$ cat src/rtl/multi_alarm_unit.sv
// multi_alarm_unit
//    Alarm clock core with NUM_ALARMS editable slots. Keys move a cursor
//    (slot, field), edit the selected field in BCD and toggle a slot's enable.
//    When an enabled slot's time first equals cur_time, the unit rings until
//    it is stopped, it times out, or the slot is disabled.
//
//    Build option: define ALARM_SNOOZE_EN to add the SNOOZE state, the snooze
//    counter and key_snooze handling. Without it, key_snooze is ignored and
//    snoozing is tied low.
//
// Ports
//    clk          system clock, all state on rising edge
//    reset        asynchronous active-low reset
//    sec_tick     one-cycle pulse per second
//    cur_time     BCD hh:mm:ss, {hour, min, sec}, 8 bits each
//    key_*        single-cycle key pulses (left/right/up/down/toggle/snooze/stop)
//    sel_slot     slot under the cursor
//    sel_field    field under the cursor: 0 sec, 1 min, 2 hour
//    sel_time     BCD time of the selected slot
//    alarm_en     per-slot enable bits
//    ringing      high while ringing
//    snoozing     high while snoozing
//    ring_slot    slot that caused the current ring/snooze
//
// state   | meaning
// --------+------------------------------------------------------------
// IDLE    | waiting for a rising match on an enabled slot
// RINGING | alarm active; ring_cnt counts down seconds to auto-stop
// SNOOZE  | alarm paused; snz_cnt counts down seconds to ring again

module multi_alarm_unit #(
   parameter int NUM_ALARMS       = 4,
   parameter int RING_TIMEOUT_SEC = 60,
   parameter int SNOOZE_SEC       = 300
) (
   input  logic                          clk,
   input  logic                          reset,
   input  logic                          sec_tick,
   input  logic [23:0]                   cur_time,
   input  logic                          key_left,
   input  logic                          key_right,
   input  logic                          key_up,
   input  logic                          key_down,
   input  logic                          key_toggle,
   input  logic                          key_snooze,
   input  logic                          key_stop,
   output logic [$clog2(NUM_ALARMS)-1:0] sel_slot,
   output logic [1:0]                    sel_field,
   output logic [23:0]                   sel_time,
   output logic [NUM_ALARMS-1:0]         alarm_en,
   output logic                          ringing,
   output logic                          snoozing,
   output logic [$clog2(NUM_ALARMS)-1:0] ring_slot
);

   localparam int SW = $clog2(NUM_ALARMS);
   localparam logic [SW-1:0] LAST_SLOT = SW'(NUM_ALARMS - 1);

   typedef enum logic [1:0] {
      IDLE    = 2'd0,
      RINGING = 2'd1
`ifdef ALARM_SNOOZE_EN
      ,
      SNOOZE  = 2'd2
`endif
   } state_t;

   state_t                state, state_nxt;
   logic [23:0]           slot_time [NUM_ALARMS];
   logic [NUM_ALARMS-1:0] match_q, match_d, rise;
   logic                  trig;
   logic [SW-1:0]         trig_slot;
   logic                  en_ring;
   logic [7:0]            ring_cnt;
   logic [7:0]            fld_cur, fld_max, fld_up, fld_dn;
`ifdef ALARM_SNOOZE_EN
   logic [9:0]            snz_cnt;
`else
   logic                  unused_snooze;
   assign unused_snooze = key_snooze;
`endif

   function automatic logic [7:0] bcd_inc(input logic [7:0] v, input logic [7:0] max);
      if (v == max)             return 8'h00;
      else if (v[3:0] == 4'd9)  return {v[7:4] + 4'd1, 4'd0};
      else                      return {v[7:4], v[3:0] + 4'd1};
   endfunction

   function automatic logic [7:0] bcd_dec(input logic [7:0] v, input logic [7:0] max);
      if (v == 8'h00)           return max;
      else if (v[3:0] == 4'd0)  return {v[7:4] - 4'd1, 4'd9};
      else                      return {v[7:4], v[3:0] - 4'd1};
   endfunction

   assign sel_time = slot_time[sel_slot];

   always_comb begin
      case (sel_field)
         2'd0:    fld_cur = sel_time[7:0];
         2'd1:    fld_cur = sel_time[15:8];
         default: fld_cur = sel_time[23:16];
      endcase
      fld_max = (sel_field == 2'd2) ? 8'h23 : 8'h59;
      fld_up  = bcd_inc(fld_cur, fld_max);
      fld_dn  = bcd_dec(fld_cur, fld_max);
   end

   // Editing: one key per cycle, left > right > up > down > toggle.
   always_ff @(posedge clk or negedge reset) begin
      if (!reset) begin
         for (int i = 0; i < NUM_ALARMS; i++) slot_time[i] <= '0;
         alarm_en  <= '0;
         sel_slot  <= '0;
         sel_field <= '0;
      end else if (key_left) begin
         if (sel_field == 2'd0) begin
            sel_field <= 2'd2;
            sel_slot  <= (sel_slot == '0) ? LAST_SLOT : sel_slot - 1'b1;
         end else begin
            sel_field <= sel_field - 2'd1;
         end
      end else if (key_right) begin
         if (sel_field >= 2'd2) begin
            sel_field <= 2'd0;
            sel_slot  <= (sel_slot == LAST_SLOT) ? '0 : sel_slot + 1'b1;
         end else begin
            sel_field <= sel_field + 2'd1;
         end
      end else if (key_up || key_down) begin
         case (sel_field)
            2'd0:    slot_time[sel_slot][7:0]   <= key_up ? fld_up : fld_dn;
            2'd1:    slot_time[sel_slot][15:8]  <= key_up ? fld_up : fld_dn;
            default: slot_time[sel_slot][23:16] <= key_up ? fld_up : fld_dn;
         endcase
      end else if (key_toggle) begin
         alarm_en[sel_slot] <= ~alarm_en[sel_slot];
      end
   end

   // Match history: only a fresh 0->1 on a registered match starts a ring,
   // so a time that stays equal does not retrigger after stop/timeout.
   always_ff @(posedge clk or negedge reset) begin
      if (!reset) begin
         match_q <= '0;
         match_d <= '0;
      end else begin
         for (int i = 0; i < NUM_ALARMS; i++)
            match_q[i] <= alarm_en[i] && (slot_time[i] == cur_time);
         match_d <= match_q;
      end
   end

   always_comb begin
      rise      = match_q & ~match_d;
      trig      = |rise;
      trig_slot = '0;
      for (int i = NUM_ALARMS - 1; i >= 0; i--)
         if (rise[i]) trig_slot = SW'(i);
   end

   assign en_ring = alarm_en[ring_slot];

   always_comb begin
      state_nxt = state;
      case (state)
         IDLE: begin
            if (trig) state_nxt = RINGING;
         end
         RINGING: begin
            if (key_stop || !en_ring)                 state_nxt = IDLE;
`ifdef ALARM_SNOOZE_EN
            else if (key_snooze)                      state_nxt = SNOOZE;
`endif
            else if (sec_tick && ring_cnt <= 8'd1)    state_nxt = IDLE;
         end
`ifdef ALARM_SNOOZE_EN
         SNOOZE: begin
            if (key_stop || !en_ring)                 state_nxt = IDLE;
            else if (sec_tick && snz_cnt <= 10'd1)    state_nxt = RINGING;
         end
`endif
         default: state_nxt = IDLE;
      endcase
   end

   always_ff @(posedge clk or negedge reset) begin
      if (!reset) begin
         state     <= IDLE;
         ring_slot <= '0;
         ring_cnt  <= '0;
      end else begin
         state <= state_nxt;
         if (state == IDLE && trig) ring_slot <= trig_slot;
         // Down-counter reloaded on every entry into RINGING (trigger or snooze end).
         if (state != RINGING && state_nxt == RINGING)
            ring_cnt <= 8'(RING_TIMEOUT_SEC);
         else if (state == RINGING && sec_tick && ring_cnt != 8'd0)
            ring_cnt <= ring_cnt - 8'd1;
      end
   end

`ifdef ALARM_SNOOZE_EN
   always_ff @(posedge clk or negedge reset) begin
      if (!reset) begin
         snz_cnt <= '0;
      end else if (state == RINGING && state_nxt == SNOOZE) begin
         snz_cnt <= 10'(SNOOZE_SEC);
      end else if (state == SNOOZE && sec_tick && snz_cnt != 10'd0) begin
         snz_cnt <= snz_cnt - 10'd1;
      end
   end
   assign snoozing = (state == SNOOZE);
`else
   assign snoozing = 1'b0;
`endif

   assign ringing = (state == RINGING);

endmodule

$ cat config.mk
export PLATFORM = sky130hd
export DESIGN_NAME = multi_alarm_unit
export DESIGN_NICKNAME = d
export VERILOG_FILES = /design/src/rtl/multi_alarm_unit.sv
export SDC_FILE = /design/constraint.sdc
export NUM_CORES = 1
export LEC_CHECK = 0
export CORE_MARGIN = 2
export CORE_UTILIZATION = 59
export CTS_BUF_LIST = sky130_fd_sc_hd__clkbuf_4 sky130_fd_sc_hd__clkbuf_8 sky130_fd_sc_hd__clkbuf_16
export DETAILED_ROUTE_END_ITERATION = 8
export PLACE_DENSITY = 0.93
export SYNTH_ARGS = -nofsm -noshare
export SYNTH_HDL_FRONTEND = slang
export SYNTH_SLANG_ARGS = --single-unit
export TNS_END_PERCENT = 30
$ cat constraint.sdc
create_clock -name clk -period 4.04 [get_ports clk]
set_clock_uncertainty 0.15 [all_clocks]
set_input_delay 0.404 -clock clk [delete_from_list [all_inputs] [get_ports clk]]
set_output_delay 0.404 -clock clk [all_outputs]
set_load 0.1 [all_outputs]
==> results.toml <==
[worst_setup_path]
r2r-start = "sel_field[1]"
required_ns = 4.17
worstSetupStartpointType = "flop"
crit_type = "reg -> reg"
reg2reg_setup_slack_ns = 0.25
crit_start = "sel_field[1]"
cp_cell_sequence = "inv_1 -> ha_1 -> or3b_1 -> o2bb2ai_1 -> or3_1 -> inv_1 -> ha_1 -> nand3_1 -> o31a_1 -> nor2_1 -> a31oi_1"
slowest_stage = "o31a_1"
critPathMaxFanout = 11
cp.arrival_ns = 3.92
max_stage_delay_ns = 0.45
r2r-end = "slot_time[47]"
worstSetupEndpoint = "slot_time[47]"
crit_path_end_kind = "flop"
r2r_cells = 11

[synth]
synth_common_cells = "124 x dfrtp_1, 91 x nand2_1, 64 x xor2_1, 56 x o21ai_0, 55 x mux2i_1"
async_reset_ff_share_pct = 100.0
synth.distinct_cells = 66
yosysSeqAreaShare_pct = 40.30
avgSynthCellArea_um2 = 9.649
ys.flop_type = "dfrtp_1"
synth_most_common_cell = "dfrtp_1"
synth_top_cell_by_area = "dfrtp_1"
synthCells = 798
yosysTopAreaCellShare_pct = 40.30
synth_edf_count = 0
synth_area_leaders = "dfrtp_1 40%, xor2_1 7.3%, mux2i_1 7.1%, xnor2_1 4.9%, nand2_1 4.4%"
yosys_warnings = 0
yosys_register_bits = 124
syn_area_mm2 = 0.007700

[sta]
fin_crit_sh_pct = 93.84
hold_viol = 0
grt_setup_unrepaired = "no"
fmax_mhz = 263.8
maxSlewViolCount = 0
maxSlewHeadroom_pct = 34.48
fin_setup_tns_ns = 0
worst_pin_slew_ns = 0.9797
fin_crit_ns = 3.791
setup_viol = 0
finalWorstSetupSlack_ns = 0.2487

[global_routing]
grt_pass1_wl_mm = 38.48
grt_max_degree = 65
antenna_found_initial = 0
grt_use_total_pct = 36.58
overflow = 0
grt_pass1_vias = 6769

[finish]
layout.nets = 917
post-route-util_pct = 72.80
multi_input_area_mm2 = 0.004303
nFillCells = 908
diodes = 0
drive_above_1_share_pct = 15.34
area_delta_synth_final_pct = 19.79
seqCellArea_mm2 = 0.003113

[clock_network]
cts_tree = "done"
root_buffer = "clkbuf_16"
clk_path_buf_depth = 2
cts_resized = 0
clkSinkCount = 124
htree_levels = 4
clk_latency_ns = 0.42
cts-buffers-inserted = 17
path_clk_slew_ns = 0.05

[placement]
place_hpwl_mm = 18.29
place_congestion = 1.048
io_buffers = 67
pre_cts_ws_ns = 0.2958

[routing]
antenna_left = 0
drc = 0
via_per_inst = 6.644
firstDrtPassIters = 7
drt_wl_total_mm = 25.24
vias = 6989
initialDrtViolationCount = 981
detail_route.wl_per_cell_um = 23.99

[flow_run]
drv_cap = 0

[floorplanning]
start_util_pct = 60.77
chipWidth_um = 118.2
fp.dieH_um = 118.2
rows = 41
die_area_mm2 = 0.01398
ioPinCount = 70
core_area_mm2 = 0.01267

[min_path]
hold_path_depth = 0
min_path_type = "reg -> reg"

[outcome]
outcome = "finished, final reports clean"
==> worst max-delay path: cells and delay by family, from the launching register on <==
family | cells | cell delay, ns
adders and majority gates | 2 | 0.69
and+or+nand+nor | 4 | 1.34
buffers and inverters | 2 | 0.32
AOI/OAI and AO/OA | 3 | 0.72
DFF | 1 | 0.42
==> per-stage QoR <==
stage,cells,hold slack (ns),instance area [um^2]
after floorplan,799,-0.04159,7725
after global placement,1018,0.1996,8583
after detailed placement,1018,0.2115,8583
after CTS,1051,0.2229,9204
after global routing,1052,0.2436,9224
final,1052,0.2202,9224
==> how the worst min path moves through the flow <==
| stage | end | start |
|---|---|---|
| after detailed placement | match_d[0] | match_q[0] |
| after global placement | match_d[0] | match_q[0] |
| after floorplan | alarm_en[0] | reset |
| after CTS | match_d[0] | match_q[0] |
| final | match_d[0] | match_q[0] |
| after global routing | match_d[0] | match_q[0] |
==> timing repair <==
action | in CTS | in global routing
endpoints found under the hold margin | 63 | 0
setup endpoints to repair | 0 | 1
buffers inserted | 0 | 1
hold buffers | 1 | 0
==> final cells by class <==
class	instances	area share (%)
Multi-Input combinational cell	611	46.65
Sequential cell	124	33.75
Timing Repair Buffer	100	10.12
Clock buffer	25	5.399
Tap cell	172	2.333
Clock inverter	7	1.221
Inverter	13	0.5290
==> routing by layer <==
metal  wire (um)  GRT usage [%]  up-vias
met5           0              0        -
met4        1467          21.31        0
met3        2884          7.625      132
met2       11740          58.06      537
met1        9149          46.27     3319
li1            -              -     3001
==> cells by family after synthesis <==
kind of cell	share of synthesized area, %
fa+ha+maj	2.600
mux	10.81
xor+xnor	12.17
simple gates	14.61
flops	40.30
buf+inv	4.013
other cells	0.04870
compound gates	15.45
==> state kept, by name (all words and copies together), names as in the netlist <==
signal	count
match_d	4
state	2
sel_slot	2
slot_time	96
sel_field	2
match_q	4
ring_cnt	8
alarm_en	4
ring_slot	2
==> cells in the final DEF, fill, tap and decap left out, types with 4 or more instances in the layout <==
master	netlist	final
a31oi_1	11	11
xnor2_1	43	43
nor2b_1	4	4
and3_1	15	15
mux2i_1	55	55
nor3_1	14	14
mux2_2	14	14
a32oi_1	8	8
o21ai_1	12	12
buf_4	7	51
o21ai_0	56	56
mux4_2	5	5
clkbuf_4	0	6
nand2_1	91	91
xor2_1	64	64
clkbuf_16	0	17
nand2b_1	13	13
buf_12	0	6
nand4_1	10	10
o21ai_2	9	9
clkdlybuf4s50_1	0	42
a22o_1	8	8
nor2_1	34	34
o22ai_1	16	16
o211ai_1	11	11
dfrtp_1	124	120
nand3_1	19	19
ha_1	16	16
nor4_1	18	17
inv_1	12	12
a21oi_1	16	16
Power is left out: the tool's default activity adds up to more than one toggle a clock period on the data nets, which glitch-free logic cannot reach.
==> RTL edit, RTL diff (same flow settings) <==
Build with the macro `ALARM_SNOOZE_EN` defined.
--- a/src/rtl/multi_alarm_unit.sv
+++ b/src/rtl/multi_alarm_unit.sv
@@ -28,6 +28,8 @@
 // RINGING | alarm active; ring_cnt counts down seconds to auto-stop
 // SNOOZE  | alarm paused; snz_cnt counts down seconds to ring again
 
+`define ALARM_SNOOZE_EN
+
 module multi_alarm_unit #(
    parameter int NUM_ALARMS       = 4,
    parameter int RING_TIMEOUT_SEC = 60,
Check against the original RTL: no difference found for any inputs over 4 cycles, from zero or initial values and one cycle with reset low; that may be too few to reach the edited logic, so the function may still have changed.
==> RTL edit against the unedited design <==
- wire length increased by 1.3%
- cell area increased by 1.8%
- sequential cell count increased by 10
- setup slack got worse by 20 ps
- final cell count increased by 2.7%
- global-route usage increased by 0.48 points
- synthesized area increased by 3.7%
- largest cell class unchanged
- highest routed layer unchanged
Power is not shown: default switching activity piles up to over one toggle a cycle in this logic, so the estimate is an artifact.
==> RTL edit: results <==
[yosys]
ys_types = 57
synthAdderAreaFrac = 0.0282
yosysSeqAreaShare = 0.420
synth_xor_area_frac = 0.127
async_flop_share = 1.00
syn_nets = 879
synthTopCellsByArea = dfrtp_1, xor2_1, mux2i_1
synth-compound-area-share = 0.133
synth.yosys.warnings = 0
synth_edf_count = 0
yosys-top-cells-count = dfrtp_1, nand2_1, xor2_1, mux2i_1, o21ai_1
synthMuxAreaShare = 0.106

[critical_path]
ff2ff_setup_slack_ps = 230
r2r-start = sel_slot[1]
path_max_fanout = 16
reg2reg_depth = 12
arrival_ps = 3950
r2r_end = slot_time[39]

[clock_network]
ctsLongestPathBuffers = 2
clkTransAtPathRegs_ps = 60
htreeDepth = 4
numCtsBuffers = 17
insertion_delay_ps = 430
cts_root_buf = clkbuf_16

[grt]
grt_max_degree = 135
grt_pass1_wl_mm = 40.0
grt.total_usage = 0.371
antenna_found_initial = 0
grt.overflow.total = 0

[hold_path]
min_path_cells = 0
holdPathEnd = match_d[0]
worstHoldStart = match_q[0]
hp-class = flop to flop

[detailed_routing]
wl_met2_mm = 11.4
via_per_inst = 6.60
top_layer = met4
wl_per_cell_um = 23.7
drtIter0Drc = 1056
route.met3.wl_mm = 3.38
firstDrtPassIters = 7
met1_length_mm = 9.12

[place]
place_congestion = 1.12
dp.final_hpwl_mm = 18.0
port_buffers = 69

[timing]
max_slew_margin = 0.321

[outcome]
outcome = complete, no violations

[final_layout]
num_antenna_cells = 0
reg_top3 = slot_time: 96 flops, snz_cnt: 10 flops, ring_cnt: 8 flops
finish.net_count = 944
drive_above_1_share = 0.136
RTL edit: cell types whose count changed after synthesis, sizes merged, moves of 9 or more:
cell,change
a32oi,-9
and3,-11
dfrtp,+10
nand2,+38
o21ai,+16
RTL edit: metal layers:
metal | GRT usage | up-vias
met2 | 0.560 | 591
met1 | 0.465 | 3353
li1 | - | 3030
met4 | 0.194 | 0
met5 | 0 | -
met3 | 0.139 | 151
RTL edit: critical path, cell delays in order (launching register included):
cell and delay [ps]:
dfrtp_2 670, buf_4 280, mux2_2 370, a2bb2oi_1 240, nand3_1 280, inv_1 200, ha_1 260, and3_1 300
nand4_1 120, mux2_2 310, a21oi_2 110, buf_4 220, o21ai_0 140
RTL edit: layout make-up:
type | instances | area [um2]
tap | 176 | 220
fill | 885 | 3850
timing repair buffer | 89 | 793
clock buffer | 24 | 497
clock inverter | 7 | 96.3
multi-input combinational | 634 | 4370
sequential | 134 | 3350
inverter | 16 | 60.1
RTL edit: through the flow:
stage | hold slack (ps) | TNS, ps | std cells | setup WS [ps] | area [um2]
detailed placement | 217 | 0 | 1048 | 314 | 8770
finish | 230 | 0 | 1080 | 229 | 9390
global placement | 203 | 0 | 1048 | 444 | 8770
CTS | 227 | 0 | 1080 | 245 | 9380
floorplan | -41.6 | -2920 | 827 | -161 | 7990
global route | 243 | 0 | 1080 | 33.8 | 9390
RTL edit: cells by family (layout without fill, tap and decap cells):
| logic type | count (synthesis) | after routing |
|---|---|---|
| buffers and inverters | 59 | 136 |
| adder cells (fa/ha/maj) | 18 | 18 |
| multiplexers | 75 | 75 |
| AO/OA/AOI/OAI | 165 | 165 |
| XOR/XNOR | 116 | 116 |
| flip-flops | 134 | 134 |
| AND/OR/NAND/NOR | 260 | 260 |
RTL edit: worst max path at each step:
| stage | slack [ps] | startpoint | end | cells past startpoint |
|---|---|---|---|---|
| finish | 230 | sel_slot[1] | slot_time[39] | 12 |
| detailed placement | 310 | sel_field[1] | slot_time[19] | 12 |
| CTS | 250 | sel_field[1] | slot_time[19] | 12 |
| global route | 30 | sel_slot[0] | slot_time[19] | 10 |
| floorplan | -160 | sel_slot[0] | sel_time[10] | 5 |
| global placement | 440 | sel_field[1] | slot_time[19] | 12 |
RTL edit: repair_timing:
action                                  CTS  global route
gates resized for setup                   0             3
setup buffers                             0             0
hold buffers                              1             0
hold endpoints to repair                104             0
endpoints found under the setup margin    0             8
